## config.mk

```make
export PLATFORM = sky130hd
export DESIGN_NAME = clk_div_ramp_ctrl_flat
export DESIGN_NICKNAME = d
export VERILOG_FILES = /design/src/rtl/clk_div_ramp_pkg.sv /design/src/rtl/clk_div_ramp_if.sv /design/src/rtl/clk_div_step_calc.sv /design/src/rtl/clk_div_ramp_ctrl.sv /design/src/flat_wrapper.sv
export SDC_FILE = /design/constraint.sdc
export NUM_CORES = 1
export LEC_CHECK = 0
export ABC_CLOCK_PERIOD_IN_PS = 7790
export CAP_MARGIN = 20
export CORE_MARGIN = 4
export CORE_UTILIZATION = 45
export DETAILED_ROUTE_END_ITERATION = 12
export GPL_ROUTABILITY_DRIVEN = 0
export PLACE_DENSITY = 0.77
export SETUP_SLACK_MARGIN = 0.3
export SYNTH_ARGS = -nofsm -noshare
export SYNTH_HDL_FRONTEND = slang
export SYNTH_HIERARCHICAL = 1
export SYNTH_SLANG_ARGS = --single-unit
```

## constraint.sdc

```tcl
create_clock -name clk_i -period 7.79 [get_ports clk_i]
set_clock_uncertainty 0.05 [all_clocks]
set_input_delay 1.558 -clock clk_i [delete_from_list [all_inputs] [get_ports clk_i]]
set_output_delay 1.558 -clock clk_i [all_outputs]
set_load 0.02 [all_outputs]
```

## src/rtl/clk_div_ramp_pkg.sv

```systemverilog
// Shared types for the clock-divider ramp controller.
// Holds the FSM state type and the default divide-value type.
package clk_div_ramp_pkg;

    typedef enum logic [1:0] {
        IDLE,
        ISSUE,
        DWELL,
        DONE
    } ramp_state_e;

    localparam int unsigned DIV_W_DFLT = 4;

    typedef logic [DIV_W_DFLT-1:0] div_val_t;

endpackage

```

## src/rtl/clk_div_ramp_if.sv

```systemverilog
// Bundle between the controller, its requester and the divider.
// Ports: target request (tgt_*), abort_i, divider handshake (div_*), status.
interface clk_div_ramp_if #(
    parameter int DIV_VALUE_WIDTH = 4,
    parameter int DWELL_WIDTH     = 8
);

    logic [DIV_VALUE_WIDTH-1:0] tgt_div_i;
    logic [DIV_VALUE_WIDTH-1:0] step_i;
    logic [DWELL_WIDTH-1:0]     dwell_i;
    logic                       tgt_valid_i;
    logic                       tgt_ready_o;
    logic                       abort_i;
    logic [DIV_VALUE_WIDTH-1:0] div_o;
    logic                       div_valid_o;
    logic                       div_ready_i;
    logic [DIV_VALUE_WIDTH-1:0] cur_div_o;
    logic                       busy_o;
    logic                       done_o;

    modport slave (
        input  tgt_div_i, step_i, dwell_i, tgt_valid_i,
        input  abort_i, div_ready_i,
        output tgt_ready_o, div_o, div_valid_o,
        output cur_div_o, busy_o, done_o
    );

    modport master (
        output tgt_div_i, step_i, dwell_i, tgt_valid_i,
        output abort_i, div_ready_i,
        input  tgt_ready_o, div_o, div_valid_o,
        input  cur_div_o, busy_o, done_o
    );

endinterface

```

## src/rtl/clk_div_step_calc.sv

```systemverilog
// Next divide value toward a target, moving at most stp per step.
// Ports: cur_i, tgt_i, stp_i (inputs), next_o (never overshoots tgt_i).
module clk_div_step_calc #(
    parameter int W = 4
) (
    input  logic [W-1:0] cur_i,
    input  logic [W-1:0] tgt_i,
    input  logic [W-1:0] stp_i,
    output logic [W-1:0] next_o
);

    logic [W:0] cur_x;
    logic [W:0] tgt_x;
    logic [W:0] stp_x;
    logic [W:0] sum;
    logic [W:0] gap;

    always_comb begin
        cur_x  = {1'b0, cur_i};
        tgt_x  = {1'b0, tgt_i};
        stp_x  = {1'b0, stp_i};
        // One extra bit so cur + stp cannot wrap past the target.
        sum    = cur_x + stp_x;
        gap    = cur_x - tgt_x;
        next_o = tgt_i;
        if (tgt_x > cur_x) begin
            next_o = (sum > tgt_x) ? tgt_i : sum[W-1:0];
        end else if (cur_x > tgt_x) begin
            next_o = (gap <= stp_x) ? tgt_i : (cur_i - stp_i);
        end
    end

endmodule

```

## src/rtl/clk_div_ramp_ctrl.sv

```systemverilog
// Walks the clock divider toward a requested divide value in bounded steps.
// Ports: clk_i, rst_i (sync, active-high), bus (request, divider handshake, status).
module clk_div_ramp_ctrl
    import clk_div_ramp_pkg::*;
#(
    parameter int DIV_VALUE_WIDTH   = 4,
    parameter int DEFAULT_DIV_VALUE = 2,
    parameter int DWELL_WIDTH       = 8
) (
    input  logic           clk_i,
    input  logic           rst_i,
    clk_div_ramp_if.slave  bus
);

    localparam int W = DIV_VALUE_WIDTH;

    typedef logic [W-1:0]           dv_t;
    typedef logic [DWELL_WIDTH-1:0] dw_t;

    localparam dv_t DEF_DIV = dv_t'(DEFAULT_DIV_VALUE);

    ramp_state_e state_q, state_d;
    dv_t         cur_q, cur_d;
    dv_t         div_q, div_d;
    dv_t         tgt_q, tgt_d;
    dv_t         stp_q, stp_d;
    dw_t         dwell_q, dwell_d;
    dw_t         cnt_q, cnt_d;
    logic        abort_q, abort_d;
    logic        valid_q, valid_d;

    dv_t  tgt_in;
    dv_t  stp_in;
    dv_t  calc_cur;
    dv_t  calc_tgt;
    dv_t  calc_stp;
    dv_t  next_div;
    logic accept;
    logic hs;

    // Zero requests are meaningless for a divider; treat them as 1.
    assign tgt_in = (bus.tgt_div_i == '0) ? dv_t'(1) : bus.tgt_div_i;
    assign stp_in = (bus.step_i == '0) ? dv_t'(1) : bus.step_i;

    assign accept = bus.tgt_valid_i && (state_q == IDLE);
    assign hs     = valid_q && bus.div_ready_i;

    // In IDLE the fresh request feeds the calculator; in ISSUE the value
    // being handed over becomes the new current one, so step from it.
    always_comb begin
        calc_cur = (state_q == ISSUE) ? div_q : cur_q;
        calc_tgt = (state_q == IDLE) ? tgt_in : tgt_q;
        calc_stp = (state_q == IDLE) ? stp_in : stp_q;
    end

    clk_div_step_calc #(
        .W (W)
    ) u_step_calc (
        .cur_i  (calc_cur),
        .tgt_i  (calc_tgt),
        .stp_i  (calc_stp),
        .next_o (next_div)
    );

    always_comb begin
        state_d = state_q;
        cur_d   = cur_q;
        div_d   = div_q;
        tgt_d   = tgt_q;
        stp_d   = stp_q;
        dwell_d = dwell_q;
        cnt_d   = cnt_q;
        abort_d = abort_q;

        unique case (state_q)
            IDLE: begin
                if (accept) begin
                    tgt_d   = tgt_in;
                    stp_d   = stp_in;
                    dwell_d = bus.dwell_i;
                    if (tgt_in == cur_q) begin
                        state_d = DONE;
                    end else begin
                        div_d   = next_div;
                        state_d = ISSUE;
                    end
                end
            end
            ISSUE: begin
                if (bus.abort_i) begin
                    abort_d = 1'b1;
                end
                if (hs) begin
                    cur_d = div_q;
                    if (div_q == tgt_q) begin
                        state_d = DONE;
                    end else if (abort_q || bus.abort_i) begin
                        state_d = IDLE;
                    end else if (dwell_q == '0) begin
                        div_d   = next_div;
                        state_d = ISSUE;
                    end else begin
                        cnt_d   = dwell_q;
                        state_d = DWELL;
                    end
                end
            end
            DWELL: begin
                if (bus.abort_i) begin
                    cnt_d   = '0;
                    state_d = IDLE;
                end else if (cnt_q <= dw_t'(1)) begin
                    cnt_d   = '0;
                    div_d   = next_div;
                    state_d = ISSUE;
                end else begin
                    cnt_d = cnt_q - dw_t'(1);
                end
            end
            DONE: begin
                state_d = IDLE;
            end
            default: begin
                state_d = IDLE;
            end
        endcase

        if (state_d == IDLE) begin
            abort_d = 1'b0;
        end
        valid_d = (state_d == ISSUE);
    end

    always_ff @(posedge clk_i) begin
        if (rst_i) begin
            state_q <= IDLE;
            cur_q   <= DEF_DIV;
            div_q   <= DEF_DIV;
            tgt_q   <= DEF_DIV;
            stp_q   <= dv_t'(1);
            dwell_q <= '0;
            cnt_q   <= '0;
            abort_q <= 1'b0;
            valid_q <= 1'b0;
        end else begin
            state_q <= state_d;
            cur_q   <= cur_d;
            div_q   <= div_d;
            tgt_q   <= tgt_d;
            stp_q   <= stp_d;
            dwell_q <= dwell_d;
            cnt_q   <= cnt_d;
            abort_q <= abort_d;
            valid_q <= valid_d;
        end
    end

    assign bus.div_o       = div_q;
    assign bus.div_valid_o = valid_q;
    assign bus.cur_div_o   = cur_q;
    assign bus.tgt_ready_o = (state_q == IDLE);
    assign bus.busy_o      = (state_q != IDLE);
    assign bus.done_o      = (state_q == DONE);

endmodule

```

## src/flat_wrapper.sv

```systemverilog
// flat-port wrapper written by rule: the top's interface ports become plain ports
module clk_div_ramp_ctrl_flat import clk_div_ramp_pkg::*;
#(
    parameter int DIV_VALUE_WIDTH   = 4,
    parameter int DEFAULT_DIV_VALUE = 2,
    parameter int DWELL_WIDTH       = 8
)
  (clk_i, rst_i, bus_tgt_div_i, bus_step_i, bus_dwell_i, bus_tgt_valid_i, bus_abort_i, bus_div_ready_i, bus_tgt_ready_o, bus_div_o, bus_div_valid_o, bus_cur_div_o, bus_busy_o, bus_done_o);
  clk_div_ramp_if #(.DIV_VALUE_WIDTH(DIV_VALUE_WIDTH), .DWELL_WIDTH(DWELL_WIDTH)) bus_i ();
  input  logic clk_i;
  input  logic rst_i;
  input wire logic [$bits(bus_i.tgt_div_i)-1:0] bus_tgt_div_i;
  input wire logic [$bits(bus_i.step_i)-1:0] bus_step_i;
  input wire logic [$bits(bus_i.dwell_i)-1:0] bus_dwell_i;
  input wire logic [$bits(bus_i.tgt_valid_i)-1:0] bus_tgt_valid_i;
  input wire logic [$bits(bus_i.abort_i)-1:0] bus_abort_i;
  input wire logic [$bits(bus_i.div_ready_i)-1:0] bus_div_ready_i;
  output wire logic [$bits(bus_i.tgt_ready_o)-1:0] bus_tgt_ready_o;
  output wire logic [$bits(bus_i.div_o)-1:0] bus_div_o;
  output wire logic [$bits(bus_i.div_valid_o)-1:0] bus_div_valid_o;
  output wire logic [$bits(bus_i.cur_div_o)-1:0] bus_cur_div_o;
  output wire logic [$bits(bus_i.busy_o)-1:0] bus_busy_o;
  output wire logic [$bits(bus_i.done_o)-1:0] bus_done_o;
  assign bus_i.tgt_div_i = bus_tgt_div_i;
  assign bus_i.step_i = bus_step_i;
  assign bus_i.dwell_i = bus_dwell_i;
  assign bus_i.tgt_valid_i = bus_tgt_valid_i;
  assign bus_i.abort_i = bus_abort_i;
  assign bus_i.div_ready_i = bus_div_ready_i;
  assign bus_tgt_ready_o = bus_i.tgt_ready_o;
  assign bus_div_o = bus_i.div_o;
  assign bus_div_valid_o = bus_i.div_valid_o;
  assign bus_cur_div_o = bus_i.cur_div_o;
  assign bus_busy_o = bus_i.busy_o;
  assign bus_done_o = bus_i.done_o;
  clk_div_ramp_ctrl #(.DIV_VALUE_WIDTH(DIV_VALUE_WIDTH), .DEFAULT_DIV_VALUE(DEFAULT_DIV_VALUE), .DWELL_WIDTH(DWELL_WIDTH)) u_core (.clk_i(clk_i), .rst_i(rst_i), .bus(bus_i));
endmodule
```

==> report_table.html <==
<table>
<tr><th>Metric</th><th>Value</th></tr>
<tr><th colspan="2">Critical path</th></tr>
<tr><td>CP Class</td><td>input pin to flop</td></tr>
<tr><td>R2R depth</td><td>14</td></tr>
<tr><td>Launching element type of the critical path</td><td>input pin</td></tr>
<tr><td>Startpoint of the most critical setup path</td><td>bus_tgt_div_i[1]</td></tr>
<tr><td>Worst EP required</td><td>7960 ps</td></tr>
<tr><td>Reg2Reg Launch Point</td><td>u_core/state_q[0]</td></tr>
<tr><td>End of the worst register-to-register path</td><td>u_core/bus.div_o[0]</td></tr>
<tr><td>Endpoint kind of the worst setup timing path</td><td>flop</td></tr>
<tr><td>FF-to-FF setup slack</td><td>3640 ps</td></tr>
<tr><td>Largest fanout on the critical path</td><td>5</td></tr>
<tr><td>Critical path data arrival time</td><td>5110 ps</td></tr>
<tr><td>Capturing instance or port of the critical path</td><td>u_core/bus.div_o[0]</td></tr>
<tr><th colspan="2">Route</th></tr>
<tr><td>Total vias in the final route</td><td>2,405</td></tr>
<tr><td>Mean routed wirelength per cell</td><td>15.5 um</td></tr>
<tr><td>Mean number of vias per cell</td><td>5.73</td></tr>
<tr><td>Detail Route Antenna Nets</td><td>0</td></tr>
<tr><td>First-iteration detailed-routing DRC count</td><td>222</td></tr>
<tr><td>Routed WL</td><td>6.50 mm</td></tr>
<tr><td>DRC violation count after routing</td><td>0</td></tr>
<tr><td>First drt pass iteration count</td><td>4</td></tr>
<tr><th colspan="2">Pwr</th></tr>
<tr><td>Internal power component</td><td>0.414 mW</td></tr>
<tr><td>Sequential power share</td><td>0.326</td></tr>
<tr><td>Switching power</td><td>0.262 mW</td></tr>
<tr><td>Clock network fraction of design power</td><td>0.195</td></tr>
<tr><td>Power share of the combinational group</td><td>0.480</td></tr>
<tr><td>Total chip power</td><td>0.677 mW</td></tr>
<tr><td>Power per cell area</td><td>219 nW/um2</td></tr>
<tr><td>Worst ir drop on vdd</td><td>0.104 mV</td></tr>
<tr><td>Net Sw Frac</td><td>0.388</td></tr>
<tr><td>Static Leak</td><td>1.24 nW</td></tr>
<tr><th colspan="2">Final layout</th></tr>
<tr><td>Synthesis-to-layout area growth</td><td>17.5%</td></tr>
<tr><td>Core utilization of the finished layout</td><td>0.554</td></tr>
<tr><td>Layout cell share with drive strength beyond 1</td><td>0.0920</td></tr>
<tr><td>Final antenna diode count</td><td>0</td></tr>
<tr><td>Nets</td><td>between 300 and 400</td></tr>
<tr><th colspan="2">Logic synthesis</th></tr>
<tr><td>Most used flip-flop cell after synthesis</td><td>dfxtp_1</td></tr>
<tr><td>Post-Syn Instances</td><td>~320</td></tr>
<tr><td>Largest family of logic cells by synthesized area</td><td>compound AO/OA/AOI/OAI gates</td></tr>
<tr><td>Most instantiated library cell after synthesis</td><td>nand2_1</td></tr>
<tr><td>Synth Register Bits</td><td>36</td></tr>
<tr><td>Cell types with the highest counts after synthesis</td><td>nand2_1, dfxtp_1, a21oi_1</td></tr>
<tr><td>Proportion of synthesized area in mux cells</td><td>0.0690</td></tr>
<tr><td>Synth top area cells</td><td>dfxtp_1, ha_1, nand2_1</td></tr>
<tr><td>Area fraction in compound gates after synthesis</td><td>0.232</td></tr>
<tr><td>Number of synthesized flops with an enable pin</td><td>0</td></tr>
<tr><td>Most area-hungry cell type in the Yosys netlist</td><td>dfxtp_1</td></tr>
<tr><td>Synthesized-area fraction occupied by xor and xnor cells</td><td>0.0400</td></tr>
<tr><td>Synth async-reset ratio</td><td>0</td></tr>
<tr><td>Ys Warns</td><td>6</td></tr>
<tr><td>Post-synth net total</td><td>between 300 and 400</td></tr>
<tr><td>Simple-gate area share of the yosys netlist</td><td>0.211</td></tr>
<tr><td>Syn Area/Cell</td><td>about 8.3 um2</td></tr>
<tr><td>Cell variety after synth</td><td>54</td></tr>
<tr><td>Share of the yosys chip area belonging to registers</td><td>0.274</td></tr>
<tr><td>Syn Std Cell Area</td><td>2630 um2</td></tr>
<tr><td>Post-synthesis adder-cell area fraction</td><td>0.123</td></tr>
<tr><td>Synth top area share</td><td>0.274</td></tr>
<tr><th colspan="2">Global route</th></tr>
<tr><td>Total Routing Usage GR</td><td>0.187</td></tr>
<tr><td>First-pass GRT wire length</td><td>10.9 mm</td></tr>
<tr><td>Number of antenna violations at the first check in global routing</td><td>0</td></tr>
<tr><td>Largest net degree at the start of global routing</td><td>40</td></tr>
<tr><td>Number of global-route vias before repair</td><td>between 2,000 and 2,500</td></tr>
<tr><td>Gr ovfl total</td><td>0</td></tr>
<tr><th colspan="2">Floorplanning</th></tr>
<tr><td>Area of the core</td><td>approximately 5600 um2</td></tr>
<tr><td>Vert. Die Dim</td><td>about 84 um</td></tr>
<tr><td>Total Die Area</td><td>7130 um2</td></tr>
<tr><td>Horizontal extent of the die</td><td>84.4 um</td></tr>
<tr><td>IO Pins</td><td>33</td></tr>
<tr><td>Number of cell rows</td><td>27</td></tr>
<tr><td>Initial core utilization</td><td>0.471</td></tr>
<tr><th colspan="2">STA</th></tr>
<tr><td>Total count of hold-check failures in the final report</td><td>0</td></tr>
<tr><td>Least-Margin Pin Slew</td><td>942 ps</td></tr>
<tr><td>Final cycle utilization of the critical path</td><td>0.634</td></tr>
<tr><td>Final-layout setup total negative slack</td><td>0 ps</td></tr>
<tr><td>Maximum operating frequency</td><td>202 MHz</td></tr>
<tr><td>Final Max Slew Viols</td><td>0</td></tr>
<tr><td>Unrepaired setup endpoints after global routing</td><td>false</td></tr>
<tr><td>Worst relative slew slack</td><td>0.366</td></tr>
<tr><td>Setup-violating endpoint count in the final report</td><td>0</td></tr>
<tr><td>Minimum clock period</td><td>4940 ps</td></tr>
<tr><th colspan="2">CTS</th></tr>
<tr><td>Number of setup buffers added after CTS</td><td>0</td></tr>
<tr><td>Master cell of the clock root buffer</td><td>clkbuf_8</td></tr>
<tr><td>Post-CTS clock slew at the launch and capture registers of the worst setup and hold paths</td><td>70 ps</td></tr>
<tr><td>Total clock buffers created by CTS</td><td>5</td></tr>
<tr><td>PostCTS Resize Cnt</td><td>0</td></tr>
<tr><td>Clock tree from TritonCTS</td><td>done</td></tr>
<tr><td>Number of clock sinks seen by CTS</td><td>36</td></tr>
<tr><td>Hold-fix buffers at CTS</td><td>0</td></tr>
<tr><td>Depth of the CTS H-tree</td><td>2</td></tr>
<tr><td>Maximum buffer depth of the clock tree</td><td>2</td></tr>
<tr><td>Insertion delay to the later sink of the worst-skew pair</td><td>between 200 and 300 ps</td></tr>
<tr><th colspan="2">Place</th></tr>
<tr><td>Detailed-placement wirelength estimate</td><td>4.97 mm</td></tr>
<tr><td># port buffers</td><td>32</td></tr>
<tr><th colspan="2">Min path</th></tr>
<tr><td>Tightest Hold Check Type</td><td>flop to flop</td></tr>
<tr><th colspan="2">Outcome</th></tr>
<tr><td>Outcome</td><td>finished clean</td></tr>
<tr><th colspan="2">Flow run</th></tr>
<tr><td>Max-cap violations</td><td>0</td></tr>
</table>
## metrics by stage
step | setup WS (ps) | instance area (um2) | instances | hold slack [ps]
global placement | 2710 | 3000 | 412 | 390
detailed placement | 2580 | 3000 | 412 | 398
CTS | 2870 | 3080 | 419 | 407
floorplan | 3410 | 2630 | 318 | 384
global route | 2580 | 3090 | 420 | 440
finish | 2850 | 3090 | 420 | 406
## worst min path at each step
stage | start | end | slack, ps | cells after the start
final | u_core/stp_q[3] | u_core/stp_q[3] | 410 | 2
after global routing | u_core/stp_q[3] | u_core/stp_q[3] | 440 | 2
after CTS | u_core/stp_q[3] | u_core/stp_q[3] | 410 | 2
after detailed placement | u_core/stp_q[3] | u_core/stp_q[3] | 400 | 2
after global placement | u_core/stp_q[2] | u_core/stp_q[2] | 390 | 2
after floorplan | u_core/stp_q[1] | u_core/stp_q[1] | 380 | 2
## power by group through the flow
stage | Combinational [mW] | Sequential, mW | Clock (mW)
floorplan | 0.231 | 0.229 | 0
global placement | 0.311 | 0.224 | 0
detailed placement | 0.320 | 0.224 | 0
CTS | 0.321 | 0.220 | 0.133
global route | 0.358 | 0.224 | 0.142
finish | 0.324 | 0.220 | 0.132
## kinds of logic after synthesis
group,count (synthesis)
multiplexers,17
adder cells (fa/ha/maj),24
XOR/XNOR,12
AO/OA/AOI/OAI,83
flip-flops,36
buffers and inverters,34
AND/OR/NAND/NOR,112
## flip-flops by register name, summed over array words and instances (netlist names)
name,flops
u_core/bus.div_o,4
u_core/abort_q,1
u_core/dwell_q,8
u_core/stp_q,4
u_core/tgt_q,4
u_core/cnt_q,8
u_core/bus.div_valid_o,1
u_core/state_q,2
u_core/bus.cur_div_o,4
## critical path, cell delays in order
cell and delay, ps:
clkdlybuf4s50_1 500, nor3_1 290, nor2_1 100, a21oi_1 290, ha_1 230, inv_1 50, fa_1 430, ha_1 310
nor2b_4 130, o2111a_2 260, o31ai_4 290, a2bb2oi_2 250, mux2i_1 220, nand2b_1 70, mux2i_1 120
## cells in the final DEF, fill, tap and decap left out, types with 4 or more instances in the layout
master            n
a21oi_1          28
dfxtp_1          36
mux2_2            9
xor2_1            4
clkdlybuf4s50_1  32
nand2b_1          7
ha_1             21
nand2_1          38
nor3_1            9
and2_1            4
a31oi_1           4
mux2i_1           8
a211oi_1          6
clkbuf_8          5
nor2b_1           4
o21ai_0           8
inv_1            22
nor2_1           26
or2_2             6
xnor2_1           8
## metal layers
metal	share of wire	track usage	vias up	wire length [um]
li1	-	-	1197	-
met1	0.48	0.258	1099	3100
met2	0.44	0.291	97	2890
met3	0.063	0.0402	12	407
met4	0.016	0.0619	0	106
met5	0	0	-	0
## layout make-up
type / count / area [um2]
Fill cell: 505 / 2490
Inverter: 22 / 82.6
Multi-Input combinational cell: 248 / 1770
Timing Repair Buffer: 35 / 343
Clock inverter: 1 / 5.00
Clock buffer: 6 / 72.6
Tap cell: 72 / 90.1
Sequential cell: 36 / 721
No activity file was read; power rests on OpenSTA's default activity.
